$ cat src/rtl/demultiplexer_3ch_if.sv
// demultiplexer_3ch_if: producer port (data_in/sel/in_valid/in_ready), three channel drains (data/valid/ready), sel_err pulse and err_count
interface demultiplexer_3ch_if #(parameter int word_size = 8);
  logic [word_size-1:0] data_in;
  logic [1:0] sel;
  logic in_valid;
  logic in_ready;
  logic [word_size-1:0] data_a, data_b, data_c;
  logic valid_a, valid_b, valid_c;
  logic ready_a, ready_b, ready_c;
  logic sel_err;
  logic [7:0] err_count;
  modport master (
    output data_in, sel, in_valid, ready_a, ready_b, ready_c,
    input in_ready, data_a, data_b, data_c, valid_a, valid_b, valid_c, sel_err, err_count
  );
  modport slave (
    input data_in, sel, in_valid, ready_a, ready_b, ready_c,
    output in_ready, data_a, data_b, data_c, valid_a, valid_b, valid_c, sel_err, err_count
  );
endinterface

$ cat src/rtl/demultiplexer_3ch.sv
// demultiplexer_3ch: registered 1-to-3 word router; clk/rst plus bus (slave) carrying input handshake, channels a/b/c with valid/ready, illegal-sel pulse and saturating drop count
module demultiplexer_3ch #(
  parameter int word_size = 8
) (
  input logic clk,
  input logic rst,
  demultiplexer_3ch_if.slave bus
);
  logic [word_size-1:0] data [3];
  logic [2:0] valid;
  logic [3:0] full, take;
  logic illegal, accept, sel_err;
  logic [7:0] err_count;
  assign full = {1'b0, valid};
  assign take = {1'b0, bus.ready_c, bus.ready_b, bus.ready_a};
  always_comb begin
    illegal = bus.sel == 2'b11;
    bus.in_ready = illegal | !full[bus.sel] | take[bus.sel];
    accept = bus.in_valid & bus.in_ready;
  end
  always_ff @(posedge clk) begin
    if (rst) begin
      valid <= '0;
      data <= '{default: '0};
      sel_err <= 1'b0;
      err_count <= 8'd0;
    end else begin
      for (int i = 0; i < 3; i++) begin
        if (accept && bus.sel == 2'(i)) begin
          data[i] <= bus.data_in;
          valid[i] <= 1'b1;
        end else if (valid[i] && take[i]) valid[i] <= 1'b0;
      end
      sel_err <= accept & illegal;
      if (accept && illegal && err_count != 8'hff) err_count <= err_count + 8'd1;
    end
  end
  assign bus.data_a = data[0];
  assign bus.data_b = data[1];
  assign bus.data_c = data[2];
  assign bus.valid_a = valid[0];
  assign bus.valid_b = valid[1];
  assign bus.valid_c = valid[2];
  assign bus.sel_err = sel_err;
  assign bus.err_count = err_count;
endmodule

$ cat src/flat_wrapper.sv
// flat-port wrapper written by rule: the top's interface ports become plain ports
module demultiplexer_3ch_flat 
#(
  parameter int word_size = 8
)
  (clk, rst, bus_data_in, bus_sel, bus_in_valid, bus_ready_a, bus_ready_b, bus_ready_c, bus_in_ready, bus_data_a, bus_data_b, bus_data_c, bus_valid_a, bus_valid_b, bus_valid_c, bus_sel_err, bus_err_count);
  demultiplexer_3ch_if #(.word_size(word_size)) bus_i ();
  input logic clk;
  input logic rst;
  input wire logic [$bits(bus_i.data_in)-1:0] bus_data_in;
  input wire logic [$bits(bus_i.sel)-1:0] bus_sel;
  input wire logic [$bits(bus_i.in_valid)-1:0] bus_in_valid;
  input wire logic [$bits(bus_i.ready_a)-1:0] bus_ready_a;
  input wire logic [$bits(bus_i.ready_b)-1:0] bus_ready_b;
  input wire logic [$bits(bus_i.ready_c)-1:0] bus_ready_c;
  output wire logic [$bits(bus_i.in_ready)-1:0] bus_in_ready;
  output wire logic [$bits(bus_i.data_a)-1:0] bus_data_a;
  output wire logic [$bits(bus_i.data_b)-1:0] bus_data_b;
  output wire logic [$bits(bus_i.data_c)-1:0] bus_data_c;
  output wire logic [$bits(bus_i.valid_a)-1:0] bus_valid_a;
  output wire logic [$bits(bus_i.valid_b)-1:0] bus_valid_b;
  output wire logic [$bits(bus_i.valid_c)-1:0] bus_valid_c;
  output wire logic [$bits(bus_i.sel_err)-1:0] bus_sel_err;
  output wire logic [$bits(bus_i.err_count)-1:0] bus_err_count;
  assign bus_i.data_in = bus_data_in;
  assign bus_i.sel = bus_sel;
  assign bus_i.in_valid = bus_in_valid;
  assign bus_i.ready_a = bus_ready_a;
  assign bus_i.ready_b = bus_ready_b;
  assign bus_i.ready_c = bus_ready_c;
  assign bus_in_ready = bus_i.in_ready;
  assign bus_data_a = bus_i.data_a;
  assign bus_data_b = bus_i.data_b;
  assign bus_data_c = bus_i.data_c;
  assign bus_valid_a = bus_i.valid_a;
  assign bus_valid_b = bus_i.valid_b;
  assign bus_valid_c = bus_i.valid_c;
  assign bus_sel_err = bus_i.sel_err;
  assign bus_err_count = bus_i.err_count;
  demultiplexer_3ch #(.word_size(word_size)) u_core (.clk(clk), .rst(rst), .bus(bus_i));
endmodule
$ cat config.mk
export PLATFORM = sky130hd
export DESIGN_NAME = demultiplexer_3ch_flat
export DESIGN_NICKNAME = d
export VERILOG_FILES = /design/src/rtl/demultiplexer_3ch_if.sv /design/src/rtl/demultiplexer_3ch.sv /design/src/flat_wrapper.sv
export SDC_FILE = /design/constraint.sdc
export NUM_CORES = 1
export LEC_CHECK = 0
export ABC_AREA = 1
export CORE_MARGIN = 2
export CORE_UTILIZATION = 45
export DETAILED_ROUTE_END_ITERATION = 10
export PLACE_DENSITY_LB_ADDON = 0.05
export SKIP_LAST_GASP = 1
export SLEW_MARGIN = 20
export SYNTH_ARGS = -nofsm -noshare
export SYNTH_HDL_FRONTEND = slang
export SYNTH_SLANG_ARGS = --single-unit
$ cat constraint.sdc
create_clock -name clk -period 1.75 [get_ports clk]
set_input_delay 0.175 -clock clk [delete_from_list [all_inputs] [get_ports clk]]
set_output_delay 0.175 -clock clk [all_outputs]
set_load 0.05 [all_outputs]
=== Word level (Yosys, flattened, before mapping) ===
Cells that the tools add are included.

* Reduce and logical (&&, ||, !) cells: 13
* Order comparisons: 1
* Bitwise gates (word level): 4
* Multiplexer cells: 10
* Equal/unequal tests: 4
* $add $sub $neg: 1

{| class="wikitable"
|+ Operator list
! kind !! number
|-
| 8-bit by 1-bit adder with 8-bit output, second input constant || 1
|-
| 1-bit logical AND || 8
|-
| 1-bit 2-to-1 mux || 8
|-
| 8-bit != test, second input constant || 1
|-
| 2-bit nonzero test || 3
|-
| 1-bit binary-select mux with 2-bit select || 2
|-
| 2-bit == test, second input constant || 2
|-
| 2-bit by 3-bit < comparator with 1-bit output, second input constant || 1
|-
| 1-bit AND || 2
|-
| 2-bit by 1-bit == test with 1-bit output, second input constant || 1
|-
| 2-bit zero test || 1
|-
| 1-bit OR || 2
|-
| 1-bit zero test || 1
|}

* Output and inout port bits: 37
* Word-level logic and storage cells: 41
* Input port bits: 16
* Bits in registers: 36

=== Depth between registers and ports, before layout ===
* Word-level depth: 8
* Depth in mapped cells: 9
* Depth with buffers taken out: 9

=== Least setup slack after synthesis ===
OpenSTA, ideal clock, no wires.

* Path type: register -> register
* Start: register u_core.valid[1]
* End: register u_core.err_count[2] (netlist: u_core.bus.err_count[2])
* Library setup time: 115 ps
* Slack: -80 ps
* Buffers on the path: 0
* Data required time: 1635 ps
* Cell stages (with the launch flop): 8
* Arrival time: 1714 ps
* Period minus slack after synthesis: 1830 ps
* Path through: dfxtp_1 -> nand3_1 -> nand3_2 -> nand2_1 -> nand4_2 -> nand2_1 -> nand2_1 -> nor2_1

* Longest elaborated chain between the ends: 8

{| class="wikitable"
|+ RTL lines
! item !! RTL line !! text
|-
| start: declaration || demultiplexer_3ch.sv:10 || <nowiki>logic [2:0] valid;</nowiki>
|-
| start signal: assignment || demultiplexer_3ch.sv:23 || <nowiki>valid <= '0;</nowiki>
|-
| start signal: indexed assignment || demultiplexer_3ch.sv:31 || <nowiki>valid[i] <= 1'b1;</nowiki>
|-
| 1-bit binary-select mux with 2-bit select || demultiplexer_3ch.sv:18 || <nowiki>bus.in_ready = illegal | !full[bus.sel] | take[bus.sel];</nowiki>
|-
| 1-bit 2-to-1 mux (not written as such) || demultiplexer_3ch.sv:18 ||
|-
| 1-bit zero test || demultiplexer_3ch.sv:18 ||
|-
| 1-bit OR (2 in series) || demultiplexer_3ch.sv:18 ||
|-
| net bus_in_ready || flat_wrapper.sv:16 || <nowiki>output wire logic [$bits(bus_i.in_ready)-1:0] bus_in_ready;</nowiki>
|-
| 1-bit AND || demultiplexer_3ch.sv:19 || <nowiki>accept = bus.in_valid & bus.in_ready;</nowiki>
|-
| 1-bit logical AND (2 in series) || demultiplexer_3ch.sv:35 || <nowiki>if (accept && illegal && err_count != 8'hff) err_count <= err_count + 8'd1;</nowiki>
|-
| end signal: assignment || demultiplexer_3ch.sv:35 ||
|-
| end: declaration || demultiplexer_3ch.sv:13 || <nowiki>logic [7:0] err_count;</nowiki>
|}

The timed path passes the listed nets, and every way through them passes these cells. The select of a mux whose other input is x is not followed.
A chain may end at the register's enable or synchronous reset.

=== Final worst setup path ===
* Start: register u_core.valid[2]
* End: output port bus_valid_c

{| class="wikitable"
|+ RTL lines
! item !! RTL line !! text
|-
| end: declaration || flat_wrapper.sv:22 || <nowiki>output wire logic [$bits(bus_i.valid_c)-1:0] bus_valid_c;</nowiki>
|}

No word-level cell between the ends.

==> impl_metrics.json <==
{
  "max_stage_delay_ps": 810,
  "ys_ff_latch": 36,
  "cts.sinks": 36,
  "final_cells": 327,
  "die_w_um": 63.2,
  "yosysWarnings": 0,
  "critPathArrivalTime_ps": 1510,
  "path_cells": "clkdlybuf4s50_1",
  "diodes": 0,
  "cts_tree": "done",
  "first_iter_violations": 77,
  "maxCapViolations": 0,
  "nNetsFinal": 297,
  "htree_levels": 2,
  "vias": 1574,
  "path_clk_slew_ps": 100,
  "crit_family": "buffers and inverters",
  "antenna_found_initial": 0,
  "drc": 0,
  "layout_common_cells": "nand2_1, clkdlybuf4s50_1, dfxtp_1",
  "finalSetupTns_ps": 0,
  "grt_max_degree": 27,
  "cpMaxStageDelayCell": "clkdlybuf4s50_1",
  "chipHeight_um": 63.2,
  "register_area_um2": 721,
  "rsz0062_at_grt": "true",
  "ys_seq_area_share_pct": 45.8,
  "synth_area_mm2": 0.00158,
  "crit_fanout": 3,
  "syn_area_per_cell_um2": 7.36,
  "synth_cells": 214,
  "start_util_pct": 47.2,
  "p_per_area_mw_per_mm2": 753,
  "irDropWorstVdd_mv": 0.464,
  "slew_headroom_pct": 65.3,
  "num-fill-cells": 324,
  "fin_util_pct": 69.4,
  "portBuffers": 52,
  "crit_required_ps": 1570,
  "place_area_mm2": 0.00222,
  "post-route-period-util_pct": 96.5,
  "finalSetupViolations": 0,
  "die_area_mm2": 0.00399,
  "synthesis.nets": 231,
  "place_congestion": 0.831,
  "min_path_type": "reg2reg",
  "synth_cell_types": 18,
  "ctsHoldBuffers": 0,
  "fp-row-count": 21,
  "hold_slack_ps": 466,
  "design.core.area_mm2": 0.00334,
  "clk_latency_ps": 320,
  "cts_buffers": 5,
  "syn_to_final_growth_pct": 47.1,
  "worst-path-buf-inv": 1,
  "stdcell_area_mm2": 0.00232,
  "period_minus_slack_ps": 1690,
  "drive_gt1_share_pct": 12.5,
  "grt-ovfl-total": 0,
  "vias_per_cell": 4.81,
  "ioPinCount": 53,
  "fmax_mhz": 592,
  "wl_per_cell_um": 11.7,
  "worstSetupPathType": "reg2out",
  "outcome": "finished, final reports clean",
  "end_kind": "output pin",
  "cts_root_buf": "clkbuf_4",
  "multi_input_area_um2": 741,
  "antenna_left": 0,
  "tightest_slew_ps": 519,
  "place_inst": 319,
  "skew_ps": 4.41,
  "finalHoldViolCount": 0,
  "grt_usage_pct": 19.4,
  "routed_wl_um": 3830,
  "p_leak_uw": 0.00100,
  "start_kind": "flop",
  "post_cts_buffers": 0,
  "final_max_slew_viol_count": 0,
  "dp_hpwl_um": 2860,
  "grt_pass1_vias": 1417,
  "first_pass_iters": 4,
  "cts_buffer_depth": 2,
  "final_common_cell": "nand2_1",
  "grt_first_pass_wirelength_um": 6230
}
[power breakdown]
group	switching, uW	internal [uW]
Clock	259	299
Combinational	198	127
Sequential	15.6	844
Total	473	1270
[flip-flops by register name, indices dropped and copies added, names as in the netlist]
| register | flops |
|---|---|
| u_core.bus.data_c | 8 |
| u_core.bus.data_a | 8 |
| u_core.bus.data_b | 8 |
| u_core.bus.err_count | 8 |
| u_core.valid | 3 |
| u_core.bus.sel_err | 1 |
[cells in the mapped netlist]
cell type,n,area share (%)
a21boi_4,1,1.2
a21oi_1,30,9.5
buf_6,1,0.71
buf_8,2,1.9
clkbuf_1,3,0.71
dfxtp_1,36,46
ha_1,1,0.79
inv_1,19,4.5
nand2_1,53,13
nand2_2,4,1.6
nand3_1,31,9.8
nand3_2,1,0.64
nand4_1,4,1.6
nand4_2,1,0.79
nor2_1,20,4.8
nor2_2,3,1.2
o21bai_1,3,1.4
or2_2,1,0.40
[metal layers]
layer / wire length (um) / share of wire (%) / vias to the layer above / global-route usage [%]
li1: - / - / 833 / -
met1: 1900 / 50 / 690 / 26.9
met2: 1690 / 44 / 47 / 29.1
met3: 219 / 5.7 / 4 / 5.00
met4: 23 / 0.60 / 0 / 6.39
met5: 0 / 0 / - / 0
[kinds of logic after synthesis]
group                    Yosys count  synth area share, %
buffers and inverters             25                 7.86
flip-flops                        36                 45.8
adder cells (fa/ha/maj)            1                0.794
AO/OA/AOI/OAI                     34                 12.2
AND/OR/NAND/NOR                  118                 33.4
[worst paths after layout]
path	from	slack, ps	to	depth (start not counted)
hold reg to reg	u_core.bus.data_b[3]	470	u_core.bus.data_b[3]	2
setup reg to reg	u_core.bus.err_count[0]	290	u_core.bus.err_count[5]	7
hold / removal	u_core.bus.data_b[3]	470	u_core.bus.data_b[3]	2
setup / recovery	u_core.valid[2]	60	bus_valid_c	1
[timing repair]
| action | CTS | global route |
|---|---|---|
| hold endpoints to repair | 0 | 0 |
| endpoints found under the setup margin | 0 | 6 |
| gates resized for setup | 0 | 7 |
[per-stage QoR]
step	total power [uW]	setup WS (ps)
after floorplan	1070	71.9
after global placement	1200	-78.0
after detailed placement	1200	-106
after CTS	1760	2.27
after global routing	1830	7.63
final	1740	61.0
[area by class of cell]
cell class	instances	share of cell area (%)
Multi-Input combinational cell	153	32.0
Sequential cell	36	31.1
Timing Repair Buffer	65	28.1
Inverter	19	3.08
Tap cell	46	2.48
Clock buffer	6	1.78
Clock inverter	2	1.51
Power figures use the tool's default switching activity.
